## config.mk

```make
export PLATFORM = sky130hd
export DESIGN_NAME = rr_arbiter
export DESIGN_NICKNAME = d
export VERILOG_FILES = /design/src/rtl/rr_arbiter.sv
export SDC_FILE = /design/constraint.sdc
export NUM_CORES = 1
export LEC_CHECK = 0
export ABC_AREA = 1
export CAP_MARGIN = 20
export CORE_ASPECT_RATIO = 0.6
export CORE_MARGIN = 2
export CORE_UTILIZATION = 30
export DETAILED_ROUTE_END_ITERATION = 12
export SYNTH_ARGS = -nofsm -noshare
export SYNTH_HDL_FRONTEND = slang
export SYNTH_SLANG_ARGS = --single-unit
```

## constraint.sdc

```tcl
create_clock -name clk -period 3.6 [get_ports clk]
set_input_delay 0.9 -clock clk [delete_from_list [all_inputs] [get_ports clk]]
set_output_delay 0.9 -clock clk [all_outputs]
set_load 0.01 [all_outputs]
```

## src/rtl/rr_arbiter.sv

```systemverilog
// Round-robin arbiter: registered one-hot grant, held until the owner drops req
// or MAX_HOLD cycles elapse, with one dead cycle after every release.
module rr_arbiter #(
    parameter int NUM_AGENTS = 4,
    parameter int MAX_HOLD   = 16,
    parameter int ID_W       = (NUM_AGENTS > 1) ? $clog2(NUM_AGENTS) : 1
) (
    input  logic                  clk,
    input  logic                  reset,
    input  logic [NUM_AGENTS-1:0] req,
    output logic [NUM_AGENTS-1:0] gnt,
    output logic                  gnt_valid,
    output logic [ID_W-1:0]       gnt_id,
    output logic                  preempt
);
    localparam int HC_W = (MAX_HOLD > 0) ? $clog2(MAX_HOLD + 1) : 1;

    typedef enum logic {IDLE, GRANT} state_t;

    state_t          state;
    logic [ID_W-1:0] ptr;
    logic [HC_W-1:0] hold_cnt;
    logic [ID_W-1:0] pick_id;
    logic [ID_W-1:0] next_ptr;
    logic            owner_req;
    logic            hold_expired;

    function automatic logic [ID_W-1:0] rr_pick(input logic [NUM_AGENTS-1:0] r,
                                                input logic [ID_W-1:0]       p);
        logic [ID_W-1:0]       sel;
        logic [NUM_AGENTS-1:0] sh;
        logic                  found;
        int                    idx;
        sel   = '0;
        found = 1'b0;
        for (int k = 0; k < NUM_AGENTS; k++) begin
            idx = (int'(p) + k) % NUM_AGENTS;
            sh  = r >> idx;
            if (!found && sh[0]) begin
                sel   = idx[ID_W-1:0];
                found = 1'b1;
            end
        end
        return sel;
    endfunction

    function automatic logic [ID_W-1:0] wrap_inc(input logic [ID_W-1:0] o);
        if (int'(o) == NUM_AGENTS - 1)
            return '0;
        return o + 1'b1;
    endfunction

    // Counter parks at all-ones so an unlimited hold never wraps.
    function automatic logic [HC_W-1:0] sat_inc(input logic [HC_W-1:0] c);
        if (c == '1)
            return c;
        return c + 1'b1;
    endfunction

    function automatic logic [NUM_AGENTS-1:0] to_onehot(input logic [ID_W-1:0] id);
        return NUM_AGENTS'(1) << id;
    endfunction

    assign pick_id      = rr_pick(req, ptr);
    assign next_ptr     = wrap_inc(gnt_id);
    assign owner_req    = |(req & gnt);
    assign hold_expired = (MAX_HOLD != 0) && (hold_cnt == HC_W'(MAX_HOLD));

    always_ff @(posedge clk or posedge reset) begin
        if (reset) begin
            state     <= IDLE;
            ptr       <= '0;
            hold_cnt  <= '0;
            gnt       <= '0;
            gnt_valid <= 1'b0;
            gnt_id    <= '0;
            preempt   <= 1'b0;
        end else begin
            preempt <= 1'b0;
            case (state)
                IDLE: begin
                    if (|req) begin
                        gnt       <= to_onehot(pick_id);
                        gnt_id    <= pick_id;
                        gnt_valid <= 1'b1;
                        hold_cnt  <= HC_W'(1);
                        state     <= GRANT;
                    end
                end
                GRANT: begin
                    // Owner still requesting here means the hold limit forced it off.
                    if (!owner_req || hold_expired) begin
                        gnt       <= '0;
                        gnt_valid <= 1'b0;
                        gnt_id    <= '0;
                        hold_cnt  <= '0;
                        ptr       <= next_ptr;
                        preempt   <= owner_req;
                        state     <= IDLE;
                    end else begin
                        hold_cnt <= sat_inc(hold_cnt);
                    end
                end
                default: state <= IDLE;
            endcase
        end
    end
endmodule

```

==> impl_metrics.json <==
{
  "clock-sinks": 16,
  "fin_setup_tns_ps": 0,
  "fin_cells": 221,
  "worst_pin_slew_ps": 597,
  "synth.avg_cell_area_sq_um": 7.25,
  "rsz0062_at_grt": "false",
  "whs_endpoint": "gnt_valid",
  "die_h_um": 52.0,
  "area.growth.synth_to_final_pct": 19.0,
  "hold_path_depth": 2,
  "dr.pass1.iters": 5,
  "insertion_delay_ps": 250,
  "p_comb_frac": 0.620,
  "finClkSkew_ps": 2.18,
  "insertedDiodeCount": 0,
  "cts_root_buf": "clkbuf_8",
  "hold_buffers": 0,
  "final_common_cell": "nand2_1",
  "path_class": "in -> reg",
  "io_buffers": 13,
  "slew_headroom": 0.601,
  "ir_drop_mv": 0.271,
  "yosysTopAreaCell": "dfrtp_1",
  "seqPwrFrac": 0.273,
  "syn_nets": 169,
  "ctsHtreeMaxLevel": 1,
  "gp_congestion": 0.823,
  "grt_usage": 0.128,
  "layout_min_cycle_time_ps": 2320,
  "critPathLaunchType": "input pin",
  "fin_nets": 186,
  "die_x_um": 84.0,
  "grt_pass1_vias": 847,
  "dp_cells": 218,
  "hold_viol_final": 0,
  "p_switching_w": 0.000637,
  "synth_area_leaders": "dfrtp_1 (35%), nand2_1 (16%), nand2_2 (9.8%)",
  "cp.arrival_ps": 2500,
  "row_count": 17,
  "initial_core_util": 0.313,
  "vias": 1013,
  "crit_path_end_kind": "flip-flop",
  "drc": 0,
  "p_per_area_nw_per_um2": 888,
  "clockBufferDepth": 2,
  "post_cts_buffers": 0,
  "placed_area_sq_um": 1330,
  "coreArea_sq_um": 3680,
  "final_antenna_net_count": 0,
  "finalCritPeriodShare": 0.645,
  "clkPwrFrac": 0.108,
  "via_per_inst": 4.58,
  "fin_area_sq_um": 1370,
  "dp_hpwl_mm": 2.12,
  "postCtsResizedCells": 0,
  "drt_iter0_markers": 110,
  "status": "finished, final reports clean",
  "synth_top_area_share": 0.347,
  "grt_max_degree": 17,
  "hold_start": "gnt_valid",
  "drv_slew": 0,
  "path_clk_slew_ps": 60,
  "antenna_found_initial": 0,
  "ioPinCount": 14,
  "finalSetupViolCount": 0,
  "rrSetupSlack_ps": 1710,
  "grt_pass1_wl_mm": 4.31,
  "p_int_w": 0.000580,
  "syn_area_sq_um": 1150,
  "wl_per_cell_um": 11.7,
  "max_freq_mhz": 431,
  "ff2ff_path_depth": 11,
  "r2r-end": "gnt[1]",
  "leakage_nw": 0.707,
  "regToRegStartpoint": "ptr[0]",
  "die_area_sq_um": 4370,
  "synth_warnings": 0,
  "max_cap_viol_count": 0,
  "final_cell_mix": "nand2_1 (48), inv_1 (18), nand2_2 (18)",
  "critical_path_required_ps": 3780,
  "hold_class": "reg -> reg",
  "numCtsBuffers": 3,
  "fill_cells": 381,
  "ys_seq_area_frac": 0.347,
  "swShare": 0.523,
  "drt-total-wl_mm": 2.59,
  "cts_tree": "yes",
  "final_layout_size_suffix_gt1_frac": 0.201,
  "synthCells": 159,
  "path_max_fanout": 9,
  "gr-total-overflow": 0,
  "ys_ff_latch": 16,
  "synth_cell_types": 25
}
## per-layer routing
layer	vias up	GRT usage	wire length (um)
met5	-	0	0
met4	0	0.0161	13
met3	3	0.0349	159
met2	31	0.145	868
met1	441	0.224	1550
li1	538	-	-
## synth_stat cells
cell / instances
nand4_1: 4
inv_2: 5
nand2_1: 48
dfrtp_1: 16
xor2_1: 1
a21oi_1: 2
nand3_2: 1
nand3b_1: 1
ha_1: 4
o22ai_1: 2
inv_1: 18
o21ai_1: 2
nor2_1: 5
nor2_8: 1
o2111ai_1: 2
o21ai_2: 1
o31ai_1: 1
buf_6: 1
nor3_1: 1
nand2_4: 3
o211ai_1: 1
nand2_2: 18
o21ai_0: 3
nand3_1: 15
nor2_2: 3
## how the worst max path moves through the flow
stage           start     endpoint  depth (start not counted)  slack [ps]
6_report       req[0]  hold_cnt[4]                          9        1280
4_1_cts        req[0]  hold_cnt[4]                          9        1300
2_1_floorplan  req[0]    gnt_id[1]                          8        1790
3_3_place_gp   req[0]  hold_cnt[4]                          9        1080
5_1_grt        req[0]  hold_cnt[4]                          9        1120
3_5_place_dp   req[0]  hold_cnt[4]                          9        1050
## worst max-delay path, stage by stage
cell and delay (ps):
clkdlybuf4s50_1 530, inv_1 90, o22ai_1 190, o21ai_1 140, nand2_1 180, nand2_1 140
inv_2 160, nand3_1 80, nand2_1 90
## registers in the layout, indices dropped and copies added, names as in the netlist
register and cells:
state 1, gnt_valid 1, hold_cnt 5, gnt 4, ptr 2, preempt 1, gnt_id 2
## metrics by stage
stage	utilization	hold WS, ps	worst slack [ps]	total power, W
global route	0.373	547	1120	0.00134
detailed placement	0.361	488	1050	0.00108
global placement	0.361	502	1080	0.00110
CTS	0.373	514	1300	0.00122
floorplan	-	496	1790	0.000889
finish	0.373	511	1280	0.00122
## power by group through the flow
stage / clock [W] / combinational [W] / sequential (W)
after floorplan: 0 / 0.000581 / 0.000307
after global placement: 0 / 0.000762 / 0.000338
after detailed placement: 0 / 0.000751 / 0.000334
after CTS: 0.000133 / 0.000756 / 0.000333
after global routing: 0.000144 / 0.000848 / 0.000345
final: 0.000131 / 0.000755 / 0.000332
## cell type report
cell class / count / area, sq um / area share
multi-input cells: 119 / 654 / 0.477
repair buffers: 13 / 130 / 0.0949
inverters: 23 / 86.3 / 0.0630
flip-flops and latches: 16 / 400 / 0.292
well taps: 47 / 58.8 / 0.0429
clock buffers: 3 / 41.3 / 0.0301
## kinds of logic after synthesis
| kind of cell | synth area share |
|---|---|
| xor+xnor | 0.00760 |
| fa+ha+maj | 0.0434 |
| flops | 0.347 |
| simple gates | 0.440 |
| compound gates | 0.0771 |
| buf+inv | 0.0847 |
Power figures use the tool's default switching activity.
